--- config.mk ---
export PLATFORM = sky130hd
export DESIGN_NAME = mult_sched
export DESIGN_NICKNAME = d
export VERILOG_FILES = /design/src/rtl/mult_sched.sv
export SDC_FILE = /design/constraint.sdc
export NUM_CORES = 1
export LEC_CHECK = 0
export CAP_MARGIN = 20
export CORE_ASPECT_RATIO = 1.2
export CORE_MARGIN = 2
export CORE_UTILIZATION = 34
export DETAILED_ROUTE_END_ITERATION = 10
export PLACE_DENSITY_LB_ADDON = 0.1
export REMOVE_ABC_BUFFERS = 1
export SYNTH_ARGS = -nofsm -noshare
export SYNTH_HDL_FRONTEND = slang
export SYNTH_SLANG_ARGS = --single-unit
--- constraint.sdc ---
create_clock -name clkIn -period 3.6 [get_ports clkIn]
set_input_delay 0.36 -clock clkIn [delete_from_list [all_inputs] [get_ports clkIn]]
set_output_delay 0.36 -clock clkIn [all_outputs]
set_load 0.01 [all_outputs]
--- src/rtl/mult_sched.sv ---
// mult_sched: shares one fixed-latency multiplier between two requesters
// (0 = integer MUL, 1 = FPU mantissa) using round-robin arbitration.
// Ports:
//   clkIn, rstIn                   clock, async active-high reset
//   req{0,1}ValidIn/ReadyOut/A/B   operand ports (valid/ready)
//   multStartOut, multAOut/BOut    launch pulse and held operands
//   multProdIn                     product, valid MULT_CYCLES after launch
//   respValidOut/ReadyIn/Id/Prod   result port (valid/ready)
//   busyOut                        high whenever not idle
module mult_sched #(
  parameter int DATA_WIDTH  = 32,
  parameter int MULT_CYCLES = 4
) (
  input  logic                    clkIn,
  input  logic                    rstIn,
  input  logic                    req0ValidIn,
  output logic                    req0ReadyOut,
  input  logic [DATA_WIDTH-1:0]   req0AIn,
  input  logic [DATA_WIDTH-1:0]   req0BIn,
  input  logic                    req1ValidIn,
  output logic                    req1ReadyOut,
  input  logic [DATA_WIDTH-1:0]   req1AIn,
  input  logic [DATA_WIDTH-1:0]   req1BIn,
  output logic                    multStartOut,
  output logic [DATA_WIDTH-1:0]   multAOut,
  output logic [DATA_WIDTH-1:0]   multBOut,
  input  logic [2*DATA_WIDTH-1:0] multProdIn,
  output logic                    respValidOut,
  input  logic                    respReadyIn,
  output logic                    respIdOut,
  output logic [2*DATA_WIDTH-1:0] respProdOut,
  output logic                    busyOut
);

  localparam int CNT_W = $clog2(MULT_CYCLES + 1);

  typedef enum logic [1:0] {IDLE, LAUNCH, WAIT, RESP} state_t;

  state_t           state, state_next;
  logic [CNT_W-1:0] cnt;
  logic             last_grant;
  logic             grant0, grant1;
  logic             take0, take1;
  logic             capture;

  // Under contention the requester that did not win last time is granted.
  // Ready is masked during reset so no transfer is advertised then.
  always_comb begin
    grant0       = req0ValidIn & (~req1ValidIn | last_grant);
    grant1       = req1ValidIn & (~req0ValidIn | ~last_grant);
    req0ReadyOut = (state == IDLE) & ~rstIn & grant0;
    req1ReadyOut = (state == IDLE) & ~rstIn & grant1;
    take0        = req0ValidIn & req0ReadyOut;
    take1        = req1ValidIn & req1ReadyOut;
    capture      = (state == WAIT) && (cnt == '0);
  end

  always_ff @(posedge clkIn or posedge rstIn) begin
    if (rstIn) begin
      state <= IDLE;
    end else begin
      state <= state_next;
    end
  end

  always_comb begin
    state_next   = state;
    multStartOut = 1'b0;
    respValidOut = 1'b0;
    busyOut      = (state != IDLE);
    case (state)
      IDLE: begin
        if (take0 | take1) state_next = LAUNCH;
      end
      LAUNCH: begin
        multStartOut = 1'b1;
        state_next   = WAIT;
      end
      WAIT: begin
        if (cnt == '0) state_next = RESP;
      end
      RESP: begin
        respValidOut = 1'b1;
        if (respReadyIn) state_next = IDLE;
      end
      default: state_next = IDLE;
    endcase
  end

  always_ff @(posedge clkIn or posedge rstIn) begin
    if (rstIn) begin
      multAOut    <= '0;
      multBOut    <= '0;
      respIdOut   <= 1'b0;
      last_grant  <= 1'b1;
      cnt         <= '0;
      respProdOut <= '0;
    end else begin
      if (take0) begin
        multAOut   <= req0AIn;
        multBOut   <= req0BIn;
        respIdOut  <= 1'b0;
        last_grant <= 1'b0;
      end else if (take1) begin
        multAOut   <= req1AIn;
        multBOut   <= req1BIn;
        respIdOut  <= 1'b1;
        last_grant <= 1'b1;
      end

      // Loaded with MULT_CYCLES-1 so the capture lands on the WAIT cycle in
      // which the product is valid; MULT_CYCLES=1 gives a single WAIT cycle.
      if (state == LAUNCH) begin
        cnt <= CNT_W'(MULT_CYCLES - 1);
      end else if ((state == WAIT) && (cnt != '0)) begin
        cnt <= cnt - CNT_W'(1);
      end

      if (capture) begin
        respProdOut <= multProdIn;
      end
    end
  end

endmodule

* Yosys cells after proc, flatten, opt, wreduce, memory -nomap -nowiden
Index checks and enable logic that the tools add are counted.
** Storage, ports and cells
- Register bits :: 135
- Word-level logic and storage cells :: 51
- Input port bits :: 197
** Cells by class
- Bitwise operators :: 14
- Eq/ne operators :: 6
- Reduce and logical (&&, ||, !) cells :: 9
- Muxes and demuxes :: 14
- Add/sub/neg operators :: 1
** Operators by type and width (number)
- $mux 32 :: 4
- $pmux 2 s4 :: 1
- $and 1x1->1 :: 7
- $mux 2 :: 3
- $mux 3 :: 2
- $reduce_bool 2->1 :: 3
- $eq 2x2->1 const B :: 2
- $mux 1 :: 4
- $ne 2x1->1 const B :: 2
- $not 1->1 :: 4
- $logic_not 3->1 :: 1
- $or 1x1->1 :: 3
- $reduce_and 3->1 :: 1
- $reduce_bool 3->1 :: 1
- $sub 3x1->3 const B :: 1
- $eq 2x1->1 const B :: 1
- $logic_and 1x1->1 :: 2
- $logic_not 2->1 :: 1
- $ne 2x2->1 const B :: 1

* Depth between registers and ports, before layout
Gate-level depths: netlist of run 1.
- Depth after elaboration :: 8
- Mapped depth :: 9
- Depth with buffers taken out :: 7

* Worst setup path after synthesis of run 1
OpenSTA, ideal clock, no wires.
- Path kind :: register to register
- From :: reg state[0]
- To :: reg respProdOut[0]
- Arrival time :: 1.476 ns
- Path slack :: 1.999 ns
- Period minus slack after synthesis :: 1.601 ns
- Cell stages (with the launch flop) :: 7
- Required time :: 3.475 ns
- Library setup time :: 0.125 ns
- Path buffers :: 2
- Cells stage by stage :: dfrtp_1 inv_1 ha_1 nand3b_1 buf_2 buf_2 mux2_2
** On the way
- Cells in the longest elaborated chain, start to end :: 2
** Ends and longest elaborated chain
- start, declared :: line 39 : state_t state, state_next;
- start signal, assigned :: line 62 : state <= state_next;
- $eq 2x2->1 :: line 55 : capture = (state == WAIT) && (cnt == '0);
- $logic_and 1x1->1 :: line 55
- end signal, assigned :: line 120 : respProdOut <= multProdIn;
- end, declared :: line 31 : output logic [2*DATA_WIDTH-1:0] respProdOut,
Every way passes these cells.
A chain may end at the register's enable or synchronous reset.

* Final worst setup path of run 1
- From :: reg state[0]
- To :: out req1ReadyOut
** On the way
- Cells in the longest elaborated chain, start to end :: 3
** Ends and longest elaborated chain
- $logic_not 2->1 :: line 52 : req1ReadyOut = (state == IDLE) & ~rstIn & grant1;
- $and 1x1->1 (2 in a row) :: line 52
- end, declared :: line 21 : output logic req1ReadyOut,
Every way passes these cells.

==> metrics.csv, run 1 <==
metric,value,unit
status,finished clean,
H-tree depth,4,
Critical Path AT,2100,ps
row count,51,
Pre-Repair DR Iteration Count,4,
"critical path fanouts, max",4,
Post-synth top cells,"dfrtp_1 (134), nand2_1 (134), nor2_1 (66), mux2_2 (65), a31oi_1 (64)",
# setup viols final,0,
"Seq/Total Area, Yosys",0.593,
Slew @ Worst Pin,801,ps
CTS tree,built,
Die H,146,um
RSZ-0062 raised after global routing,false,
ratio of cells with drive above 1 in the final layout,0.123,
CP Buf/Inv Count,3,
Area Overhead vs Synth,70.6,%
Lkg Pwr,4.07,nW
post_cts resized,0,
crit path launch type,register,
Synth area leader,dfrtp_1,
Synth Register Bits,135,
Max clock buf depth,2,
synth unique cells,25,
critical setup path kind,reg -> out,
Critical Path Most Common Cell,inv_1,
chip width,122,um
global router's overall resource usage,0.201,
MaxCap Viol Count,0,
clock skew,7.46,ps
critical-path cell list,inv_1 > ha_1 > and2b_1 > nand3_1 > inv_1 > clkdlybuf4s50_1,
CP max stage delay,550,ps
"EDFF count, synth",0,
Clk Tree Root Cell,clkbuf_16,
Fin. Hold Viols,0,
drt drc,0,
Core Area,16300,um2
Port Buffers,330,
Num CTS Buffers,17,
first-pass GRT wire length,27.3,mm
Synth Instances,529,
clock sink count,135,
CP required,3240,ps
Die Area,17800,um2
via count,5017,
Synth area leaders,"dfrtp_1 (59%), mux2_2 (13%), nand2_1 (8.8%)",
f_max,0.407,GHz
synthesized area per cell,10.8,um2
WL final,18.0,mm
Setup TNS,0,ps
PD cells,820,nW/um2
Starting Density,0.349,
Yosys top cell area share,0.588,
total I/O pin count,331,
remaining antenna violation count,0,
asr flop ratio synth,1.00,
cts hold-fix bufs,0,
fin crit share,0.683,
clk_lat worst skew,410,ps
CP Capture Type,output pin,
synthesized area,5700,um2
Tmin final,2460,ps
postcts setup bufs,0,
Synth warnings,0,
# fillers,1446,
count of pins over their slew limit,0,
Min-Delay Path Class,in -> async,
largest net degree at the start of global routing,71,
vias in the first global route,5098,
Worst Hold Margin,425,ps
antenna violations before repair,0,
Top Family by Delay on Critical Path,buffers and inverters,
Synth Flop Type,dfrtp_1,
diode count,0,
"IR drop worst, VDD",0.323,mV
slowest cell on the critical path,clkdlybuf4s50_1,
Post-DP HPWL,13.4,mm
Max-Slew Margin vs Limit,0.466,
layout net count,1051,
Overflow after GRT,0,
initial DRC count,202,
DR WL/cell,16.8,um
Worst-path clk slew,60,ps
routability cong.,0.737,
via/cell ratio,4.68,
-- cells in the final DEF, fill, tap and decap left out, drive strengths merged --
cell type	n
bufinv	3
a211o	1
clkinv	8
xnor2	1
buf	5
nor2b	1
ha	6
nand3b	1
o21a	2
a21oi	1
nand3	3
clkdlybuf4s50	330
dfrtp	134
nor2	66
xor2	1
dfstp	1
nand2b	3
a31oi	64
mux2	65
inv	8
clkbuf	18
nand2	134
o32a	1
and2b	1
clkinvlp	2
-- report_power, final --
group / internal, mW / leakage [nW] / switching, mW
clock: 1.10 / 0.291 / 0.648
combinational: 2.09 / 2.24 / 1.43
sequential: 2.29 / 1.53 / 0.407
total: 5.48 / 4.07 / 2.49
-- per-layer routing --
metal / up-vias / wire (um) / GRT usage
met1: 2324 / 6710 / 0.219
met4: 0 / 342 / 0.0782
met3: 22 / 2210 / 0.0882
li1: 2415 / - / -
met2: 256 / 8750 / 0.342
met5: - / 0 / 0
-- sequential cells by signal (all words and copies together) (netlist names) --
signal / count
respProdOut: 64
multBOut: 32
cnt: 3
state: 2
respIdOut: 1
last_grant: 1
multAOut: 32
-- kinds of logic after synthesis --
family,count (synthesis),share of synthesized area
and+or+nand+nor,209,0.142
AOI/OAI and AO/OA,69,0.0771
adders and majority gates,6,0.0132
buffers and inverters,43,0.0428
muxes,65,0.128
DFF,135,0.593
xor gates and xnor gates,2,0.00307
-- stage by stage --
step / instance area, um2 / power (mW) / utilization / cells / worst slack [ps]
after floorplan: 5480 / 4.19 / - / 494 / -369
after CTS: 9720 / 8.08 / 0.595 / 1072 / 1100
final: 9720 / 7.97 / 0.595 / 1072 / 1140
after global routing: 9720 / 8.49 / 0.595 / 1072 / 1010
after detailed placement: 9130 / 6.30 / 0.559 / 1041 / 1180
after global placement: 9130 / 6.20 / 0.559 / 1041 / 1230
-- worst paths after layout --
| path | startpoint | endpoint | slack [ps] | cells past startpoint |
|---|---|---|---|---|
| setup / recovery | state[0] | req1ReadyOut | 1140 | 6 |
| hold / removal | rstIn | state[0] | 430 | 2 |
| setup reg to reg | state[0] | multAOut[27] | 1420 | 7 |
| hold reg to reg | last_grant | last_grant | 460 | 2 |
| max in group asynchronous | rstIn | respProdOut[0] | 2340 | 3 |
| min in group clkIn | last_grant | last_grant | 460 | 2 |
-- layout make-up --
class                      count  area, um2  area share
multi-input combinational    351       2080       0.214
clock buffer                  18        439      0.0452
tap                          212        265      0.0273
timing repair buffer         335       3370       0.346
clock inverter                13        156      0.0161
sequential                   135       3380       0.348
inverter                       8       35.0     0.00360
No activity file was read; power rests on OpenSTA's default activity.
==> run 2, diff against run 1 <==
--- a/config.mk
+++ b/config.mk
@@ -6,10 +6,9 @@
 export NUM_CORES = 1
 export LEC_CHECK = 0
 export CAP_MARGIN = 20
-export CORE_ASPECT_RATIO = 1.2
-export CORE_MARGIN = 2
-export CORE_UTILIZATION = 34
+export CORE_AREA = 2 2 130 132
 export DETAILED_ROUTE_END_ITERATION = 10
+export DIE_AREA = 0 0 132 134
 export PLACE_DENSITY_LB_ADDON = 0.1
 export REMOVE_ABC_BUFFERS = 1
 export SYNTH_ARGS = -nofsm -noshare
==> constraint.sdc (replaced) <==
create_clock -name clkIn -period 2.51 [get_ports clkIn]
set_input_delay 0.251 -clock clkIn [delete_from_list [all_inputs] [get_ports clkIn]]
set_output_delay 0.251 -clock clkIn [all_outputs]
set_load 0.01 [all_outputs]
==> run 2 against run 1 <==
Effect of this change: worst setup slack lost 1000 ps; clock skew is essentially flat; flip-flop and latch count is the same; via count grew 1.3%; die area shrank 0.71%; combinational power grew 44%; hold slack lost 120 ps; sequential share of layout area shrank 0.43 points; global-route usage shrank 0.094 points; register-to-register slack lost 920 ps; first-iteration DRC count grew 0.99%; core utilization grew 0.91 points; critical endpoint is now req0ReadyOut.
==> metrics.csv, run 2 (same netlist as run 1, synthesis figures left out) <==
metric,value,unit,change
status,finished clean,,
Setup TNS,0,ps,unchanged
via count,5081,,+1.3%
most frequent cells in the layout,"clkdlybuf4s50_1 (330), nand2_1 (134), dfrtp_1 (134), nor2_1 (66), mux2_2 (65)",,
chip width,132,um,+8.0%
critical setup path kind,reg -> out,,
layout net count,1057,,+0.57%
Core Area,16300,um2,-0.28%
max reg flops,64,,unchanged
Num CTS Buffers,17,,unchanged
Pre-Repair DR Iteration Count,4,,unchanged
remaining antenna violation count,0,,unchanged
clock sink count,135,,unchanged
largest net degree at the start of global routing,67,,-5.6%
via/cell ratio,4.67,,-0.12%
"critical path fanouts, max",4,,unchanged
Reg area,3380,um2,unchanged
MaxCap Viol Count,0,,unchanged
CTS tree,built,,
global router's overall resource usage,0.200,,-0.000936
"IR drop worst, VDD",0.493,mV,+53%
drt drc,0,,unchanged
Die Area,17700,um2,-0.71%
pre-CTS setup slack,311,ps,-864 ps
# fillers,1401,,-3.1%
row count,47,,-7.8%
CP required,2260,ps,-980 ps
ratio of cells with drive above 1 in the final layout,0.127,,+0.00362
Largest Register,respProdOut,,
Tmin final,2370,ps,
Overflow after GRT,0,,unchanged
Worst-path clk slew,60,ps,about the same
# setup viols final,0,,unchanged
Multi-input gate area,2080,um2,unchanged
Clk Tree Root Cell,clkbuf_16,,
Area Overhead vs Synth,72.8,%,
first-pass GRT wire length,27.5,mm,+0.71%
total I/O pin count,331,,unchanged
crit path launch type,register,,
WL final,17.6,mm,-2.2%
RSZ-0062 raised after global routing,false,,
f_max,0.421,GHz,
CP Capture Type,output pin,,
count of pins over their slew limit,0,,unchanged
worst setup margin,136,ps,-1000 ps
Lkg Pwr,4.13,nW,+1.5%
DR WL/cell,16.2,um,-3.6%
vias in the first global route,5190,,+1.8%
"most common cell after layout, fill and taps aside",clkdlybuf4s50_1,,
PD cells,1180,nW/um2,+44%
clk_lat worst skew,410,ps,about the same
Starting Density,0.350,,+0.000991
postcts setup bufs,0,,unchanged
Max-Slew Margin vs Limit,0.527,,+0.0603
clock skew,7.68,ps,+0.217 ps
fin crit share,0.946,,
Critical Path AT,2120,ps,+20 ps
post_cts resized,0,,unchanged
Fin. Hold Viols,0,,unchanged
Slew @ Worst Pin,710,ps,-90.5 ps
diode count,0,,unchanged
Regs by FF count,"respProdOut: 64 flops, multAOut: 32 flops, multBOut: 32 flops",,
initial DRC count,204,,+0.99%
Post-DP HPWL,13.2,mm,-1.5%
Min-Delay Path Class,in -> async,,
Port Buffers,330,,unchanged
cts hold-fix bufs,0,,unchanged
H-tree depth,4,,unchanged
routability cong.,0.789,,+7.0%
Max clock buf depth,2,,unchanged
Die H,134,um,-8.1%
antenna violations before repair,0,,unchanged
-- run 2: final cells by class --
type | instances | area share
clock buffer | 20 | 0.0444
timing repair buffer | 341 | 0.349
tap | 220 | 0.0280
clock inverter | 12 | 0.0203
sequential | 135 | 0.343
multi-input combinational | 351 | 0.211
inverter | 8 | 0.00356
-- run 2: final timing paths --
path                                   from            to  slack, ps  cells past startpoint
worst max register to register     state[0]  multBOut[28]        500                      7
max in group asynchronous             rstIn  multAOut[23]       1590                      3
worst min-delay path                  rstIn     respIdOut        310                      2
worst max-delay path               state[0]  req0ReadyOut        140                      6
min in group clkIn              req1BIn[14]  multBOut[14]        400                      3
worst min register to register   last_grant    last_grant        470                      2
-- run 2: layer usage --
layer	wire, um	track usage	up-vias
li1	-	-	2431
met1	6870	0.225	2373
met2	8440	0.333	244
met3	1820	0.0850	33
met4	475	0.0888	0
met5	0	0	-
-- run 2: power breakdown --
part / internal [mW] / switching [mW] / total, mW / leakage, nW
registers: 3.29 / 0.582 / 3.87 / 1.53
clock network: 1.77 / 0.917 / 2.68 / 0.312
logic: 3.02 / 2.04 / 5.06 / 2.28
total: 8.07 / 3.54 / 11.6 / 4.13
-- run 2: worst max-delay path: stages (launching register included) --
cell and delay, ps:
dfrtp_1 410, inv_1 90, ha_1 180, and2b_1 200
nand3_2 100, inv_2 80, clkdlybuf4s50_1 640
-- run 2: through the flow --
step                 util  std cells  area, um2  power (mW)  hold WS, ps
floorplan               -        494       5480        6.01          388
global placement    0.565       1055       9210        8.91          454
detailed placement  0.565       1055       9210        9.05          465
CTS                 0.604       1087       9840        11.8          322
global route        0.604       1087       9840        12.3          363
finish              0.604       1087       9840        11.6          310
